**config.mk**
```make
export PLATFORM = sky130hd
export DESIGN_NAME = sobel_window_feeder
export DESIGN_NICKNAME = d
export VERILOG_FILES = /design/src/rtl/sobel_window_feeder.sv
export SDC_FILE = /design/constraint.sdc
export NUM_CORES = 1
export LEC_CHECK = 0
export CORE_MARGIN = 2
export CORE_UTILIZATION = 35
export CTS_BUF_LIST = sky130_fd_sc_hd__clkbuf_16
export DETAILED_ROUTE_END_ITERATION = 12
export HOLD_SLACK_MARGIN = 0.02
export PLACE_DENSITY = 0.54
export SETUP_SLACK_MARGIN = 0.1
export SYNTH_ARGS = -nofsm -noshare
export SYNTH_HDL_FRONTEND = slang
export SYNTH_SLANG_ARGS = --single-unit
```
**constraint.sdc**
```tcl
create_clock -name clk_i -period 6.65 [get_ports clk_i]
set_clock_uncertainty 0.05 [all_clocks]
set_input_delay 1.995 -clock clk_i [delete_from_list [all_inputs] [get_ports clk_i]]
set_output_delay 1.995 -clock clk_i [all_outputs]
set_load 0.01 [all_outputs]
```
**src/rtl/sobel_window_feeder.sv**
```systemverilog
// Sobel window feeder: walks a grayscale frame band by band (3 rows at a time)
// and streams 3-pixel column vectors to the Sobel engine.
module sobel_window_feeder #(
    parameter int PIXEL_WIDTH = 8,
    parameter int IMG_WIDTH   = 640,
    parameter int IMG_HEIGHT  = 480,
    parameter int ADDR_WIDTH  = 19
) (
    input  logic                   clk_i,
    input  logic                   nreset_i,
    input  logic                   frame_start_i,
    output logic                   rd_en_o,
    output logic [ADDR_WIDTH-1:0]  rd_addr_o,
    input  logic [PIXEL_WIDTH-1:0] rd_data_i,
    output logic [PIXEL_WIDTH-1:0] px_o,
    output logic                   px_valid_o,
    output logic                   start_o,
    output logic                   finish_o,
    input  logic                   px_ready_i,
    output logic                   busy_o,
    output logic                   frame_done_o
);
    localparam int CW = $clog2(IMG_WIDTH);
    localparam int BW = $clog2(IMG_HEIGHT);
    localparam logic [CW-1:0]         LAST_COL   = CW'(IMG_WIDTH - 1);
    localparam logic [BW-1:0]         LAST_BAND  = BW'(IMG_HEIGHT - 3);
    localparam logic [CW:0]           RES_TARGET = (CW + 1)'(IMG_WIDTH - 2);
    localparam logic [ADDR_WIDTH-1:0] ROW1       = ADDR_WIDTH'(IMG_WIDTH);
    localparam logic [ADDR_WIDTH-1:0] ROW2       = ADDR_WIDTH'(2 * IMG_WIDTH);

    typedef enum logic [2:0] {
        IDLE, PREFETCH, START, FEED, WAIT_RES, FINISH, GAP, DONE
    } state_t;

    state_t                 state, state_nxt;
    logic [BW-1:0]          band;
    logic [ADDR_WIDTH-1:0]  base;
    logic [CW-1:0]          col;
    logic [1:0]             k;
    logic                   bubble, rd_done;
    logic [CW:0]            res_cnt, res_cnt_inc;
    logic                   res_hit, counting;
    logic                   rd_d1, last_d1, px_last, last_rd;
    logic [ADDR_WIDTH-1:0]  row_off;

    always_ff @(posedge clk_i or negedge nreset_i) begin
        if (!nreset_i) state <= IDLE;
        else           state <= state_nxt;
    end

    always_comb begin
        state_nxt    = state;
        start_o      = 1'b0;
        finish_o     = 1'b0;
        frame_done_o = 1'b0;
        busy_o       = 1'b1;
        unique case (state)
            IDLE: begin
                busy_o = 1'b0;
                if (frame_start_i) state_nxt = PREFETCH;
            end
            PREFETCH: state_nxt = START;
            START: begin
                start_o   = 1'b1;
                state_nxt = FEED;
            end
            FEED:     if (px_last) state_nxt = WAIT_RES;
            WAIT_RES: if (res_hit) state_nxt = FINISH;
            FINISH: begin
                finish_o  = 1'b1;
                state_nxt = GAP;
            end
            GAP:  state_nxt = (band == LAST_BAND) ? DONE : PREFETCH;
            DONE: begin
                frame_done_o = 1'b1;
                state_nxt    = IDLE;
            end
            default: state_nxt = IDLE;
        endcase
    end

    // Reads lead their pixel slot by two cycles, so the first two reads of a
    // band fall in PREFETCH and START; the rest follow the FEED slot pattern.
    always_comb begin
        rd_en_o   = (state == PREFETCH) || (state == START) ||
                    ((state == FEED) && !bubble && !rd_done);
        row_off   = (k == 2'd0) ? '0 : (k == 2'd1) ? ROW1 : ROW2;
        rd_addr_o = rd_en_o ? (base + ADDR_WIDTH'(col) + row_off) : '0;
        last_rd   = rd_en_o && (col == LAST_COL) && (k == 2'd2);
    end

    always_ff @(posedge clk_i or negedge nreset_i) begin
        if (!nreset_i) begin
            band <= '0;
            base <= '0;
        end else if (state == IDLE) begin
            band <= '0;
            base <= '0;
        end else if ((state == GAP) && (band != LAST_BAND)) begin
            band <= band + BW'(1);
            base <= base + ROW1;
        end
    end

    always_ff @(posedge clk_i or negedge nreset_i) begin
        if (!nreset_i) begin
            col     <= '0;
            k       <= '0;
            bubble  <= 1'b0;
            rd_done <= 1'b0;
        end else if (rd_en_o) begin
            if (k == 2'd2) begin
                k       <= '0;
                col     <= col + CW'(1);
                // one idle slot before every column after the first window
                bubble  <= (col >= CW'(2)) && (col != LAST_COL);
                rd_done <= (col == LAST_COL);
            end else begin
                k <= k + 2'd1;
            end
        end else if (state == FEED) begin
            bubble <= 1'b0;
        end else begin
            col     <= '0;
            k       <= '0;
            bubble  <= 1'b0;
            rd_done <= 1'b0;
        end
    end

    always_comb begin
        counting    = (state == FEED) || (state == WAIT_RES);
        res_cnt_inc = res_cnt + {{CW{1'b0}}, px_ready_i && counting};
        res_hit     = res_cnt_inc >= RES_TARGET;
    end

    always_ff @(posedge clk_i or negedge nreset_i) begin
        if (!nreset_i)                               res_cnt <= '0;
        else if (state == PREFETCH)                  res_cnt <= '0;
        else if (counting && res_cnt != RES_TARGET)  res_cnt <= res_cnt_inc;
    end

    always_ff @(posedge clk_i or negedge nreset_i) begin
        if (!nreset_i) begin
            rd_d1      <= 1'b0;
            last_d1    <= 1'b0;
            px_valid_o <= 1'b0;
            px_last    <= 1'b0;
            px_o       <= '0;
        end else begin
            rd_d1      <= rd_en_o;
            last_d1    <= last_rd;
            px_valid_o <= rd_d1;
            px_last    <= last_d1;
            px_o       <= rd_d1 ? rd_data_i : '0;
        end
    end
endmodule

```
==> results of run 1 <==
-- cell families after synthesis --
| family | after synthesis | share of synthesized area |
|---|---|---|
| mux | 1 | 0.00272 |
| compound gates | 80 | 0.144 |
| buf+inv | 32 | 0.0351 |
| fa+ha+maj | 17 | 0.0660 |
| simple gates | 187 | 0.258 |
| xor+xnor | 33 | 0.0786 |
| flops | 61 | 0.415 |
| other cells | 1 | 0.00102 |
-- layer usage --
metal,share of wire,track usage,vias to the layer above
met5,0,0,-
met1,0.49,0.202,1463
met2,0.48,0.253,22
met4,0.0088,0.0371,0
met3,0.021,0.0405,7
li1,-,-,1546
-- cell usage after synthesis, types with 3 or more instances --
cell type / n
sky130_fd_sc_hd__nand4_1: 8
sky130_fd_sc_hd__or3_1: 7
sky130_fd_sc_hd__xnor2_1: 21
sky130_fd_sc_hd__o21ai_0: 32
sky130_fd_sc_hd__nand2b_1: 4
sky130_fd_sc_hd__nand3_1: 20
sky130_fd_sc_hd__nor2_1: 47
sky130_fd_sc_hd__nor3_1: 20
sky130_fd_sc_hd__dfrtp_1: 61
sky130_fd_sc_hd__a211oi_1: 3
sky130_fd_sc_hd__fa_1: 4
sky130_fd_sc_hd__and2_1: 12
sky130_fd_sc_hd__and3b_1: 3
sky130_fd_sc_hd__and3_1: 6
sky130_fd_sc_hd__o211ai_1: 3
sky130_fd_sc_hd__and4_1: 4
sky130_fd_sc_hd__o31ai_1: 7
sky130_fd_sc_hd__xor2_1: 12
sky130_fd_sc_hd__nor2b_1: 4
sky130_fd_sc_hd__a21oi_1: 13
sky130_fd_sc_hd__nand2_1: 38
sky130_fd_sc_hd__inv_1: 15
sky130_fd_sc_hd__nor4_1: 4
sky130_fd_sc_hd__ha_1: 13
sky130_fd_sc_hd__clkbuf_1: 13
-- metrics by stage --
stage,std cells,setup slack [ps],util
floorplan,414,2040,-
global placement,582,1440,0.414
detailed placement,582,1360,0.414
CTS,598,1010,0.441
global route,598,789,0.441
finish,598,1020,0.441
-- cell type report --
class | count | area (sq um)
clock buffers | 9 | 225
well taps | 136 | 170
fillers | 1016 | 5740
flip-flops and latches | 61 | 1530
repair buffers | 48 | 465
multi-input cells | 321 | 2030
inverters | 16 | 60.1
clock inverters | 7 | 57.6
-- how the worst min path moves through the flow --
stage / slack (ps) / startpoint / to / depth (start not counted)
floorplan: 280 / last_d1 / px_last / 0
detailed placement: 290 / last_d1 / px_last / 0
global route: 320 / last_d1 / px_last / 0
CTS: 300 / last_d1 / px_last / 0
global placement: 290 / last_d1 / px_last / 0
finish: 300 / last_d1 / px_last / 0
-- worst max-delay path: cells and delay by family, from the launching register on --
family                     cells  cell delay (ps)
DFF                            1              450
AOI/OAI and AO/OA              3              460
adders and majority gates      2              760
and+or+nand+nor                3              970
buffers and inverters          2              630
-- where the power goes --
part	switching, mW	total [mW]	internal [mW]
Sequential	0.0604	0.480	0.420
Combinational	0.168	0.332	0.164
Clock	0.157	0.441	0.284
Total	0.386	1.25	0.868
-- registers in the layout, indices dropped and copies added, names as in the netlist, 2 cells and up --
register / cells
res_cnt: 11
k: 2
band: 9
col: 10
base: 12
state: 3
px_o: 8
==> run summary, run 1 <==
The number of I/O port buffers is 44. For this run the aggregate overflow at the end of global routing stands at 0. For this run, the number of Yosys warnings is 0.

The power density relative to cell area came out at 277 nW/um^2. The maximum number of pins on one net before global-route repair came out at between 60 and 70. Leaving out fill and tap cells, the most frequent cell in the layout is sky130_fd_sc_hd__dfrtp_1. Setup repair after global routing left no endpoint under its margin.

The number of register bits inferred by synthesis came out at 61. The number of design rule violations left after detail routing came out at 0. The wire length after detailed routing is approximately 8000 um. Headroom to the max-slew limit came out at 0.329. The setup check on the worst reg-to-reg path leaves a slack of 3320 ps.

Traced cell by cell, the critical path runs through nand2b_1 > inv_1 > fa_1 > ha_1 > o21a_1 > o21ai_0 > and2_1 > or4_1 > a21oi_1 > clkdlybuf4s50_1. The TritonCTS clock tree is done. The top cell types in the final layout, fill and taps aside, are 61 x sky130_fd_sc_hd__dfrtp_1, 47 x sky130_fd_sc_hd__nor2_1, 43 x sky130_fd_sc_hd__clkdlybuf4s50_1. The overall global routing resource usage is 0.154. The setup total negative slack is 0 ps.

The floorplan row count came out at 37. The per-instance average area after synthesis is 8.92 sq um. The final weighted congestion in routability-driven placement came out at between 0.8 and 0.9.

The number of endpoints with negative hold slack in the final report came out at 0. The number of antenna diodes in the final layout is 0. The die is 106 um tall. The post-cts gate resize count came out at 0. The final critical delay including setup and external delays came out at 5630 ps. The worst vdd rail ir drop came out at 0.151 mV. By area the synthesized netlist is led by sky130_fd_sc_hd__dfrtp_1 42%, sky130_fd_sc_hd__xnor2_1 5.0%, sky130_fd_sc_hd__nor2_1 4.8%. Using the TritonRoute via totals, the vias-per-cell ratio works out to 5.08.

The first global-routing pass estimated 14,000 um of wire. The clock-pin transition on the worst setup and hold timing paths came out at 50 ps. CTS built an H-tree with a depth of 3. The startpoint identified for the worst register-to-register timing path is state[2]. The count of cells along the worst register-to-register path is 10. The total I/O pin count is 45.

The critical path in this run is classified as reg2out. The critical path ends at rd_addr_o[15]. The detailed router finished its first iteration with 141 violations.

The effective utilization at floorplan came out at 0.358. The first-pass detailed-route iteration total is 4. Final hold analysis gives a worst-case slack of 300 ps.

The worst-path maximum fanout is 6. The number of distinct library cell variants in the gate-level netlist after synthesis came out at 57. Among all stages on the critical path, the largest delay is contributed by sky130_fd_sc_hd__clkdlybuf4s50_1. The cell area reported after detailed placement came out at 4250 sq um. The number of global-route vias before repair came out at 2,962. In this run the standard cell core region covers 10,300 sq um. The clock root buffer is sky130_fd_sc_hd__clkbuf_16. The top achievable clock speed came out at 0.178 GHz. After layout, the design draws a total of 1.25 mW. The initial antenna violation count is 0.

The layout cell share with drive strength beyond 1 is 0.0584. The slew at the pin closest to its max-slew limit came out at 1010 ps. The number of sinks handled by clock tree synthesis came out at 61. The worst endpoint data arrival time is roughly 3600 ps. The routed layout has around 3k vias. The die covers ~11,000 sq um.

The worst setup path is launched from a flip-flop. The leakage power figure is roughly 1.9 nW. The clock network latency to the later pin of the worst-skew pair is 320 ps. Once detail routing completed, the nets flagged for antenna violations numbered 0. The total standard cell area after synthesis came out at 3680 sq um. In the finished design, the share of the clock period the worst path needs comes to 0.847. The finished cells cover ~4500 sq um. Setup violations remaining at the end of the flow were counted as 0.

The number of hold buffers added after CTS was 0. The run finished with clean final reports. The primary flip-flop cell chosen by synthesis mapping is sky130_fd_sc_hd__dfrtp_1. The area fraction of the dominant cell type after synthesis is 0.415. The maximum cell stage delay along the critical path is 550 ps. Measured along the x axis, the die boundary spans 106 um. The number of nets in the layout is 486. The count of max-cap constraint violations came out at 0. The min-delay analysis places its worst path in the category reg2reg.

The worst register-to-register path ends at state[0]. The gate count of the mapped netlist came out at 412. The worst setup path is captured at a primary output. The wire length per cell came out at 13.2 um. The clock passes through at most 2 buffers. After clock tree synthesis, the setup repair step added 0 buffers. The area added between synthesis and finish came out at 23.3%. The most critical setup path has its startpoint at k[1]. The cell taking the most area after synthesis is sky130_fd_sc_hd__dfrtp_1. The fraction of registers with async set/reset came out at 1.00. Of the synthesized area, sequential elements account for 0.415. The HPWL after detailed placement came out at ~5500 um. The number of synthesized flops with an enable pin came out at 0. The total clock buffers created by CTS is 9. Data on the critical path is required at its endpoint by 4610 ps. The total count of max-transition violations in the final report is 0.
Note: power is estimated with default switching activity, not from simulation.
==> run 2: changes to the inputs <==
Settings changed: PLACE_DENSITY 0.54 to 0.56.
Clock period 6.65 ns to 4.9 ns, I/O delays scaled along.
==> run summary, run 2 (synthesis gave the netlist of run 1 again) <==
The flow ran to the end, and the final reports show no timing, DRC or antenna violations. The number of instances in the placed design came to 585 (+0.52%). The layout cell share with drive strength beyond 1 is 0.0730 (+0.0145). The count of hold buffers inserted by post-cts repair came out at 0 (unchanged).

The worst setup path is captured at a primary output. The cell family contributing the most delay on the critical path is buffers and inverters. The overall global routing resource usage is 0.155 (+0.00192).

The power density relative to cell area is 383 nW/um^2 (+38%). The number of cells on the critical path came to 11 (+1). The worst vdd rail ir drop is 0.183 mV (+21%).

The number of endpoints with negative hold slack in the final report is 0 (unchanged). The final global-route overflow total came to 0 (unchanged). The largest registers in the layout are base: 12 flops, res_cnt: 11 flops, col: 10 flops. The number of nets in the layout was 490 (+0.82%). The HPWL after detailed placement came out at 5780 um (+4.2%).

The vias after detailed routing is 3,096 (+1.9%). The register ranked first by flip-flop count is base. The wire length after detailed routing came out at 8170 um (+3.2%). The count of fill cells added during filler insertion is 1,019 (+0.30%). The worst hold path cell count came out at 0 (unchanged). The worst endpoint data arrival time was 3090 ps (-500 ps). The total power is 1.77 mW (+41%). Leaving out fill and tap cells, the most frequent cell in the layout is sky130_fd_sc_hd__dfrtp_1. The worst slew slack as a fraction of its limit came to 0.307 (-0.0221).

Among all stages on the critical path, the largest delay is contributed by sky130_fd_sc_hd__clkdlybuf4s50_1. The placeable core region is 10,300 sq um (unchanged). The leakage power figure came to 1.95 nW (+2.6%). The total count of max-transition violations in the final report was 0 (unchanged). The clock network latency to the later pin of the worst-skew pair was 320 ps (about the same). The ratio of final minimum period to clock period came out at 0.940. The die outline height is 106 um (unchanged). The worst-path maximum fanout is 4 (-2). The critical path goes through nand2b_1 > inv_1 > fa_1 > ha_1 > o21a_1 > o21ai_1 > buf_4 > a211oi_1 > xnor2_1 > nor2_1 > clkdlybuf4s50_1. The clock root buffer is sky130_fd_sc_hd__clkbuf_16. The flip-flop count of the largest register after layout was 12 (unchanged). The number of sinks handled by clock tree synthesis is 61 (unchanged). The tightest hold margin came out at 305 ps (+4.56 ps). The count of max-cap constraint violations is 0 (unchanged). The initial antenna violation count came to 0 (unchanged). The floorplan die width came out at 106 um (unchanged). The setup violation total in the final timing report came out at 0 (unchanged). In the layout the commonest cells are 61 x sky130_fd_sc_hd__dfrtp_1, 47 x sky130_fd_sc_hd__nor2_1, 40 x sky130_fd_sc_hd__clkdlybuf4s50_1. The count of H-tree levels built during CTS came out at 3 (unchanged).

The final design utilization came to 0.449 (+0.00755). The worst setup path is launched from a flip-flop. The final weighted congestion in routability-driven placement came out at 0.802 (-1.6%). The number of global-route vias before repair came to 3,012 (+1.7%). The path type of the worst min-delay path is reg2reg. The number of design rule violations left after detail routing came to 0 (unchanged).

The clock-pin transition on the worst setup and hold timing paths was 50 ps (about the same). The smallest clock period supported by the final layout is computed as about 4600 ps. The maximum cell stage delay along the critical path is 540 ps (about the same). The slew at the pin closest to its max-slew limit was 1040 ps (+33.1 ps). The antenna diode instance count is 0 (unchanged). The wire length per cell is 13.6 um (+2.5%).

The wire length of the first global-routing pass is 14,300 um (+2.0%). The maximum number of pins on one net before global-route repair came out at 45 (-27%). The post-layout instance count excluding filler cells was 602 (+0.67%). The buffer levels on the longest clock path came out at 2 (unchanged). TritonCTS built the clock tree. The total clock buffers created by CTS was 9 (unchanged). The setup total negative slack was 0 ps (unchanged).

The die area is 11,300 sq um (unchanged). The first-pass detailed-route iteration total came to 4 (unchanged). The remaining antenna violation count is 0 (unchanged).

The effective utilization at floorplan is 0.358 (unchanged). The count of cells along the worst register-to-register path came to 11 (+1). The total I/O pin count is 45 (unchanged). The initial DRC count came out at 106 (-25%). The average via count per standard cell came out at 5.14 (+1.2%). The number of I/O port buffers came out at 44 (unchanged). Setup repair after global routing left no endpoint under its margin. The buffers plus inverters on the worst setup path was 3 (+1). The required time of the critical path came to 3380 ps (-1230 ps). The floorplan row count came out at 37 (unchanged). Static timing analysis puts the maximum clock frequency at 0.217 GHz. The critical path in this run is classified as reg2out.

Relative to the synthesized area, the layout overhead comes to 25.4%.
[run 2: area by class of cell]
type	count	area [sq um]	share of cell area
well taps	136	170	0.0369
flip-flops and latches	61	1530	0.331
clock inverters	7	82.6	0.0179
clock buffers	9	225	0.0488
multi-input cells	321	2050	0.446
inverters	16	60.1	0.0130
repair buffers	52	492	0.107
[run 2: routing by layer]
metal	up-vias	track usage	wire [um]
li1	1546	-	-
met1	1520	0.206	3920
met2	26	0.259	4040
met3	4	0.0356	164
met4	0	0.0371	44
met5	-	0	0
[run 2: what timing repair did]
| item | 4_1_cts | 5_1_grt |
|---|---|---|
| endpoints found under the setup margin | 6 | 4 |
| pin swaps | 0 | 1 |
| gates resized for setup | 3 | 5 |
| setup buffers | 1 | 0 |
[run 2: where the power goes]
group          switching (mW)  internal [mW]  leakage [nW]  total, mW
Clock                   0.213          0.438         0.162      0.650
Sequential             0.0791          0.570         0.801      0.649
Combinational           0.239          0.228         0.984      0.467
[run 2: stage by stage]
step	worst slack [ps]	area [sq um]
finish	293	4610
global route	101	4610
CTS	149	4580
detailed placement	263	4270
global placement	343	4270
floorplan	818	3680
[run 2: path summary, 6_finish.rpt]
kind | slack (ps) | start | to
max in group asynchronous | 2680 | nreset_i | state[1]
worst min-delay path | 300 | last_d1 | px_last
worst min register to register | 300 | last_d1 | px_last
worst max-delay path | 290 | k[1] | rd_addr_o[16]
worst max register to register | 1780 | state[1] | state[0]
min in group asynchronous | 1290 | nreset_i | px_o[5]
